[src/rtl/ssd_pkg.sv]
`default_nettype none
// ============================================================================
// Module      : ssd_pkg
// Description : Shared types and constants for the seven-segment display
//               driver: converter states, sizes and segment patterns.
// Revision    : 1.0 - initial release
// ============================================================================
package ssd_pkg;

    localparam int c_NUM_DIGITS = 4;
    localparam int c_VALUE_W    = 13;
    localparam int c_BCD_W      = 4 * c_NUM_DIGITS;
    localparam int c_STEP_W     = 4;

    localparam logic [1:0] c_ST_LOAD   = 2'd0;
    localparam logic [1:0] c_ST_CONV   = 2'd1;
    localparam logic [1:0] c_ST_COMMIT = 2'd2;

    typedef enum logic [1:0] {
        ST_LOAD   = c_ST_LOAD,
        ST_CONV   = c_ST_CONV,
        ST_COMMIT = c_ST_COMMIT
    } conv_state_t;

    // Active-low segments ordered {a,b,c,d,e,f,g}
    localparam logic [6:0] c_SEG_0     = 7'b0000001;
    localparam logic [6:0] c_SEG_1     = 7'b1001111;
    localparam logic [6:0] c_SEG_2     = 7'b0010010;
    localparam logic [6:0] c_SEG_3     = 7'b0000110;
    localparam logic [6:0] c_SEG_4     = 7'b1001100;
    localparam logic [6:0] c_SEG_5     = 7'b0100100;
    localparam logic [6:0] c_SEG_6     = 7'b0100000;
    localparam logic [6:0] c_SEG_7     = 7'b0001111;
    localparam logic [6:0] c_SEG_8     = 7'b0000000;
    localparam logic [6:0] c_SEG_9     = 7'b0000100;
    localparam logic [6:0] c_SEG_BLANK = 7'b1111111;

    function automatic logic [6:0] seg_decode(input logic [3:0] digit);
        logic [6:0] seg;
        case (digit)
            4'd0:    seg = c_SEG_0;
            4'd1:    seg = c_SEG_1;
            4'd2:    seg = c_SEG_2;
            4'd3:    seg = c_SEG_3;
            4'd4:    seg = c_SEG_4;
            4'd5:    seg = c_SEG_5;
            4'd6:    seg = c_SEG_6;
            4'd7:    seg = c_SEG_7;
            4'd8:    seg = c_SEG_8;
            4'd9:    seg = c_SEG_9;
            default: seg = c_SEG_BLANK;
        endcase
        return seg;
    endfunction

endpackage
`default_nettype wire

[src/rtl/bin_to_bcd_seq.sv]
`default_nettype none
// ============================================================================
// Module      : bin_to_bcd_seq
// Description : Free-running sequential double-dabble converter, one shift
//               per cycle, committing a 4-digit BCD result every 15 cycles.
// Revision    : 1.0 - initial release
// ============================================================================
module bin_to_bcd_seq
    import ssd_pkg::*;
(
    input  logic                 clk,
    input  logic                 rst,
    input  logic [c_VALUE_W-1:0] value,
    output logic [c_BCD_W-1:0]   bcd,
    output logic                 busy
);

    localparam logic [c_STEP_W-1:0] c_LAST_STEP = c_STEP_W'(c_VALUE_W - 1);

    conv_state_t          r_state;
    conv_state_t          w_state_nxt;
    logic [c_VALUE_W-1:0] r_bin;
    logic [c_BCD_W-1:0]   r_scratch;
    logic [c_BCD_W-1:0]   r_bcd;
    logic [c_STEP_W-1:0]  r_step;
    logic [c_BCD_W-1:0]   w_adj;
    logic                 w_busy;

    // Add-3 correction on every nibble that would overflow past 9 when doubled
    for (genvar g = 0; g < c_NUM_DIGITS; g++) begin : g_adj
        assign w_adj[4*g +: 4] = (r_scratch[4*g +: 4] >= 4'd5) ?
                                 r_scratch[4*g +: 4] + 4'd3 :
                                 r_scratch[4*g +: 4];
    end

    always_comb begin
        w_state_nxt = r_state;
        w_busy      = 1'b1;
        case (r_state)
            ST_LOAD: begin
                w_state_nxt = ST_CONV;
                w_busy      = 1'b0;
            end
            ST_CONV: begin
                if (r_step == c_LAST_STEP) begin
                    w_state_nxt = ST_COMMIT;
                end
            end
            ST_COMMIT: w_state_nxt = ST_LOAD;
            default:   w_state_nxt = ST_LOAD;
        endcase
    end

    always_ff @(posedge clk) begin
        if (rst) begin
            r_state   <= ST_LOAD;
            r_bin     <= '0;
            r_scratch <= '0;
            r_step    <= '0;
            r_bcd     <= '0;
        end else begin
            r_state <= w_state_nxt;
            case (r_state)
                ST_LOAD: begin
                    r_bin     <= value;
                    r_scratch <= '0;
                    r_step    <= '0;
                end
                ST_CONV: begin
                    {r_scratch, r_bin} <= {w_adj, r_bin} << 1;
                    r_step             <= r_step + 1'b1;
                end
                ST_COMMIT: r_bcd <= r_scratch;
                default: ;
            endcase
        end
    end

    assign bcd  = r_bcd;
    assign busy = w_busy;

endmodule
`default_nettype wire

[src/rtl/ssd_driver.sv]
`default_nettype none
// ============================================================================
// Module      : ssd_driver
// Description : Binary-to-BCD conversion and multiplexed common-anode 4-digit
//               seven-segment scan with optional leading-zero blanking.
// Revision    : 1.0 - initial release
// ============================================================================
module ssd_driver
    import ssd_pkg::*;
#(
    parameter int SCAN_DIV = 100000,
    parameter int BLANK_LZ = 1
) (
    input  logic                 clk,
    input  logic                 rst,
    input  logic [c_VALUE_W-1:0] value,
    output logic [3:0]           anode,
    output logic [6:0]           cathode,
    output logic [c_BCD_W-1:0]   bcd,
    output logic                 busy
);

    localparam int                 c_PRE_W   = (SCAN_DIV > 1) ? $clog2(SCAN_DIV) : 1;
    localparam logic [c_PRE_W-1:0] c_PRE_MAX = c_PRE_W'(SCAN_DIV - 1);

    logic [c_PRE_W-1:0] r_pre;
    logic [1:0]         r_idx;
    logic [c_BCD_W-1:0] w_bcd;
    logic [c_BCD_W-1:0] w_upper;
    logic [3:0]         w_digit;
    logic               w_blank;

    bin_to_bcd_seq u_conv (
        .clk   (clk),
        .rst   (rst),
        .value (value),
        .bcd   (w_bcd),
        .busy  (busy)
    );

    always_ff @(posedge clk) begin
        if (rst) begin
            r_pre <= '0;
            r_idx <= '0;
        end else if (r_pre == c_PRE_MAX) begin
            r_pre <= '0;
            r_idx <= r_idx + 1'b1;
        end else begin
            r_pre <= r_pre + 1'b1;
        end
    end

    // Selected digit and everything above it; all-zero means a leading zero
    assign w_upper = w_bcd >> {r_idx, 2'b00};
    assign w_digit = w_upper[3:0];
    assign w_blank = (BLANK_LZ != 0) && (r_idx != 2'd0) && (w_upper == '0);

    assign anode   = ~(4'b0001 << r_idx);
    assign cathode = w_blank ? c_SEG_BLANK : seg_decode(w_digit);
    assign bcd     = w_bcd;

endmodule
`default_nettype wire

[config.mk]
export PLATFORM = sky130hd
export DESIGN_NAME = ssd_driver
export DESIGN_NICKNAME = d
export VERILOG_FILES = /design/src/rtl/ssd_pkg.sv /design/src/rtl/bin_to_bcd_seq.sv /design/src/rtl/ssd_driver.sv
export SDC_FILE = /design/constraint.sdc
export NUM_CORES = 1
export LEC_CHECK = 0
export CAP_MARGIN = 20
export CORE_UTILIZATION = 35
export DETAILED_ROUTE_END_ITERATION = 7
export GPL_ROUTABILITY_DRIVEN = 0
export PLACE_DENSITY = 0.59
export SLEW_MARGIN = 0
export SYNTH_ARGS = -nofsm -noshare
export SYNTH_HDL_FRONTEND = slang
export SYNTH_HIERARCHICAL = 1
export SYNTH_SLANG_ARGS = --single-unit
[constraint.sdc]
create_clock -name clk -period 3.75 [get_ports clk]
set_input_delay 0.9375 -clock clk [delete_from_list [all_inputs] [get_ports clk]]
set_output_delay 0.9375 -clock clk [all_outputs]
set_load 0.02 [all_outputs]
After elaboration in Yosys (flattened, before gate mapping)
Memory sizes are Yosys's and may differ from the RTL's.
Index checks and enable logic that the tools add are counted.
{"block": "word_totals", "regBits": 70, "memories": 1, "rom_bits": 112, "in_bits": 15, "elab_cells": 44}
{"block": "op_classes", "magnitude_cmp": 4, "n_addsub": 7, "shifts": 2, "n_bitwise": 1, "reduce_logical": 6, "eq_ne": 5, "muxes": 11}
{"memory": "(no name shown)", "depth": 16, "width": 7, "rd": 1, "rd_clocked_by_memory_dff": 0, "write_ports": 0, "line_no": "ssd_pkg.sv:40", "source": "case (digit)"}
{"op": "one-hot mux 16 bit (2 select lines)", "count": 1}
{"op": "one-hot mux 13 bit (2 select lines)", "count": 1}
{"op": "adder 17 x 1 -> 17 bit (second input constant)", "count": 1}
{"op": "equality test 17 bit (second input constant)", "count": 1}
{"op": ">= comparator 4 x 3 -> 1 bit (second input constant)", "count": 4}
{"op": "zero test 16 bit", "count": 1}
{"op": ">> shifter 16 x 4 -> 16 bit", "count": 1}
{"op": "adder 4 x 2 -> 4 bit (second input constant)", "count": 3}
{"op": "two-way mux 4 bit", "count": 3}
{"op": "one-hot mux 4 bit (2 select lines)", "count": 1}
{"op": "two-way mux 7 bit", "count": 1}
{"op": "adder 4 x 1 -> 4 bit (second input constant)", "count": 1}
{"op": "equality test 4 bit (second input constant)", "count": 1}
{"op": "NOT 4 bit", "count": 1}
{"op": "one-hot mux 2 bit (2 select lines)", "count": 1}
{"op": "nonzero test 2 bit", "count": 2}
{"op": "left shift 1 x 2 -> 4 bit (first input constant)", "count": 1}
{"op": "adder 3 x 2 -> 3 bit (second input constant)", "count": 1}
{"op": "two-way mux 3 bit", "count": 1}
{"op": "adder 2 x 1 -> 2 bit (second input constant)", "count": 1}
{"op": "equality test 2 x 1 -> 1 bit (second input constant)", "count": 1}
{"op": "equality test 2 bit (second input constant)", "count": 1}
{"op": "zero test 2 bit", "count": 1}
{"op": "two-way mux 2 bit", "count": 1}
{"op": "other kinds (4)", "count": 4}

Depth between registers and ports, before layout
{"block": "logic_depth", "word_depth": 4, "depth_mapped": 8, "mapped_depth_nobuf": 7}

Modules after synthesis
The synthesis kept the hierarchy.
{"mod": "bin_to_bcd_seq", "area_per_inst_um2": 2438.6, "seq_area_each_um2": 1021.0, "instances": 1, "cells_each": 274}
{"mod": "ssd_driver", "area_per_inst_um2": 1291.2, "seq_area_each_um2": 380.4, "instances": 1, "cells_each": 153}

Worst setup path after synthesis
No wires, ideal clock.
{"block": "synth_path", "path_type": "flip-flop to output port", "from": "register r_idx[0]", "to": "output port cathode[2]", "stages_incl_launch_ff": 8, "path_buffers": 1, "t_required_ns": 2.812, "path_slack_ns": 0.458, "t_arrival_ns": 2.355, "cell_sequence": "dfxtp_1 buf_6 mux4_2 inv_1 ha_1 or4b_1 a211o_1 a21bo_1"}
{"block": "synth_via", "elab_chain_cells": 4, "elab_cells_between_ends": 6, "cone_classes": "1 x shift; 1 x mux; 3 x reduce/logical; 1 x memory"}
{"element": "start: declaration", "line_no": "ssd_driver.sv:27", "source": "logic [1:0] r_idx;"}
{"element": "start signal: assignment", "line_no": "ssd_driver.sv:47", "source": "r_idx <= r_idx + 1'b1;"}
{"element": "parallel branches: the longest is 3 deep, another holds memory (16 x 7 bit)"}
{"element": "two-way mux 7 bit *", "line_no": "ssd_driver.sv:59", "source": "assign cathode = w_blank ? c_SEG_BLANK : seg_decode(w_digit);"}
{"element": "end: declaration", "line_no": "ssd_driver.sv:18", "source": "output logic [6:0] cathode,"}
Every way passes the cells marked *.

Worst setup path after layout
{"block": "layout_path", "from": "register r_idx[0]", "to": "output port cathode[5]"}
The elaborated chain is that of the path after synthesis.

==> flow_summary.ini <==
[timing]
hold_viol = 0
setup_tns_ns = 0
slew-limit-headroom_pct = 46.1
period_needed_ns = 3.61
slew_violations = 0
final.setup_skew_ns = 0.00908
rsz0062_at_grt = no
finalSetupViolCount = 0
fmax_mhz = 277
min_period_over_period_pct = 96.1
tightest_slew_ns = 0.806
holdWs_ns = 0.476

[yosys]
synthDominantCellAreaShare_pct = 37.6
synthesis.nets = 462
yosysWarnings = 6
synth-compound-area-share_pct = 15.8
syn_area_um2 = 3730
synth_async_sr_flop_share_pct = 0
synth_edf_count = 0
synth.avg_cell_area_um2 = 8.73
synth_top_family_by_area = simple AND/OR/NAND/NOR gates
yosysSeqAreaShare_pct = 37.6
synth_seq_cells = 70
yosys_most_used_dff = dfxtp_1
synthXorXnorAreaFrac_pct = 4.70
ys_types = 50
synthTopCellsByCount = dfxtp_1, nor2_1, nand2_1
synth_adder_area_share_pct = 6.71
synth_top_area_cell = dfxtp_1
ys_top_cells_by_area = dfxtp_1, ha_1, nor2_1
yosys.area_share.simple_pct = 21.3
synthMuxAreaShare_pct = 7.01
yosysMostFrequentCell = dfxtp_1
synthCells = 427

[layout]
drive_above_1_share_pct = 14.0
insertedDiodeCount = 0
final_nets = 500
syn2layout_area_growth_pct = 18.9

[die]
rows = 37
dieHeight_um = 105
core-area_um2 = 10300
io_pins = 43
dieArea_um2 = 11100
die_x_um = 105
start_util_pct = 36.1

[grt]
met1_usage_pct = 18.4
grt_pass1_vias = 2900
use_met2_pct = 25.0
grt_max_degree = 46
grt_usage_pct = 14.8
use_met3_pct = 2.54
grt.busiest_layer = met2
overflow = 0
grt_first_pass_wirelength_um = 13300
antenna_found_initial = 0

[critical_path]
slowest_stage = mux4_2
startpoint_type = flop
r2r_cells = 5
r2r_end = r_pre[8]
worstPathArrival_ns = 2.67
cp.required_ns = 2.81
reg2reg_setup_slack_ns = 1.81
criticalPathCategory = reg -> out
crit_fanout = 7
cpPeakStageDelay_ns = 0.51
regToRegStartpoint = r_pre[0]
crit_path_end_kind = output pin
path_cells = mux4_2 -> inv_1 -> ha_1 -> or4b_1 -> a211o_1 -> o21ai_0 -> dlygate4sd2_1

[clock_network]
clk_pin_slew_ns = 0.07
clkSinkCount = 70
htreeDepth = 3
post_cts.repair.setup_buffers = 0
cts_buffer_depth = 2
holdBufCountCts = 0
root_buffer = clkbuf_8
cts_inserted_buffers = 9
cts_tree = done
worstSkewPairLatency_ns = 0.35

[worst_hold_path]
hold_path_startpoint = r_pre[0]
min_to = r_pre[0]
holdPathStages = 1
hp-class = reg -> reg

[drt]
drtAntennaViolNets = 0
drcViolationCount = 0
routed-via-count = 2978
drt_iter0_drc = 89
drt_wl_total_um = 7600
routed_via_density = 4.91
wl_per_cell_um = 12.5
dr.pass1.iters = 4

[outcome]
status = completed

[flow_run]
drv_cap = 0

[pwr]
p_per_area_nw_per_um2 = 342
p_leak_nw = 1.67
ir_drop_mv = 0.176

[placed_design]
dp.final_hpwl_um = 5500
portBuffers = 42
==> state kept, by name, summed over array words and instances (netlist names) <==
signal / count
u_conv/r_bin: 13
u_conv/r_state: 2
u_conv/r_step: 4
r_pre: 17
u_conv/bcd: 16
u_conv/r_scratch: 16
r_idx: 2
==> per-stage QoR <==
step                      instances  instance area (µm²)  setup WS, ns  util, %  power [mW]
after floorplan                 427                 3730         0.458        -       0.832
after global placement          590                 4220         0.115     40.8       0.855
after detailed placement        590                 4220        0.0718     40.8       0.857
after CTS                       606                 4430        0.0307     42.9        1.54
after global routing            606                 4430       0.00420     43.0        1.58
final                           606                 4430         0.144     43.0        1.52
==> worst max path at each step <==
stage / slack (ns) / from / end
floorplan: 0.46 / r_idx[0] / cathode[2]
global placement: 0.11 / r_idx[0] / cathode[2]
detailed placement: 0.07 / r_idx[0] / cathode[2]
CTS: 0.03 / r_idx[0] / cathode[5]
global route: 0.004 / r_idx[0] / cathode[2]
finish: 0.14 / r_idx[0] / cathode[5]
==> metal layers <==
layer | vias up | wire length (µm)
li1 | 1532 | -
met1 | 1384 | 3810
met2 | 51 | 3430
met3 | 11 | 218
met4 | 0 | 145
met5 | - | 0
==> final cells by class <==
class                           instances  area [µm²]
Multi-Input combinational cell        309        2070
Fill cell                            1029        5890
Tap cell                              136         170
Clock buffer                           10         128
Inverter                               24        90.1
Sequential cell                        70        1400
Clock inverter                          6        93.8
Timing Repair Buffer                   51         479
==> cell families after synthesis <==
family                   after synthesis
AND/OR/NAND/NOR                      160
XOR/XNOR                              20
AO/OA/AOI/OAI                         88
multiplexers                          21
buffers and inverters                 48
adder cells (fa/ha/maj)               20
flip-flops                            70
==> critical path, delay by kind of cell (launching register included) <==
kind,cells,cell delay [ns]
compound gates,2,0.42
fa+ha+maj,1,0.17
buf+inv,2,0.44
flops,1,0.36
mux,1,0.51
simple gates,1,0.43
==> cell usage in the layout, fill, tap and decap left out, types with 9 or more instances in the layout <==
master and count:
inv_1 24, dfxtp_1 69, nand2_1 41, clkdlybuf4s50_1 34, o21ai_0 11, ha_1 20, nand2_2 10, clkbuf_8 9
a21oi_1 34, buf_4 9, mux2i_1 16, nor2_1 56, xnor2_1 9, xor2_1 11, a21oi_2 14
==> power by group <==
| group | switching (mW) | internal, mW | total [mW] | leakage, nW |
|---|---|---|---|---|
| Sequential | 0.00875 | 0.756 | 0.764 | 0.568 |
| Combinational | 0.0403 | 0.0344 | 0.0747 | 0.995 |
| Clock | 0.297 | 0.381 | 0.678 | 0.107 |
==> timing repair <==
action | 4_1_cts | 5_1_grt
resized for setup | 9 | 3
endpoints found under the setup margin | 7 | 7
cloned | 0 | 0
pin swaps | 0 | 1
Note: power is estimated with default switching activity, not from simulation.
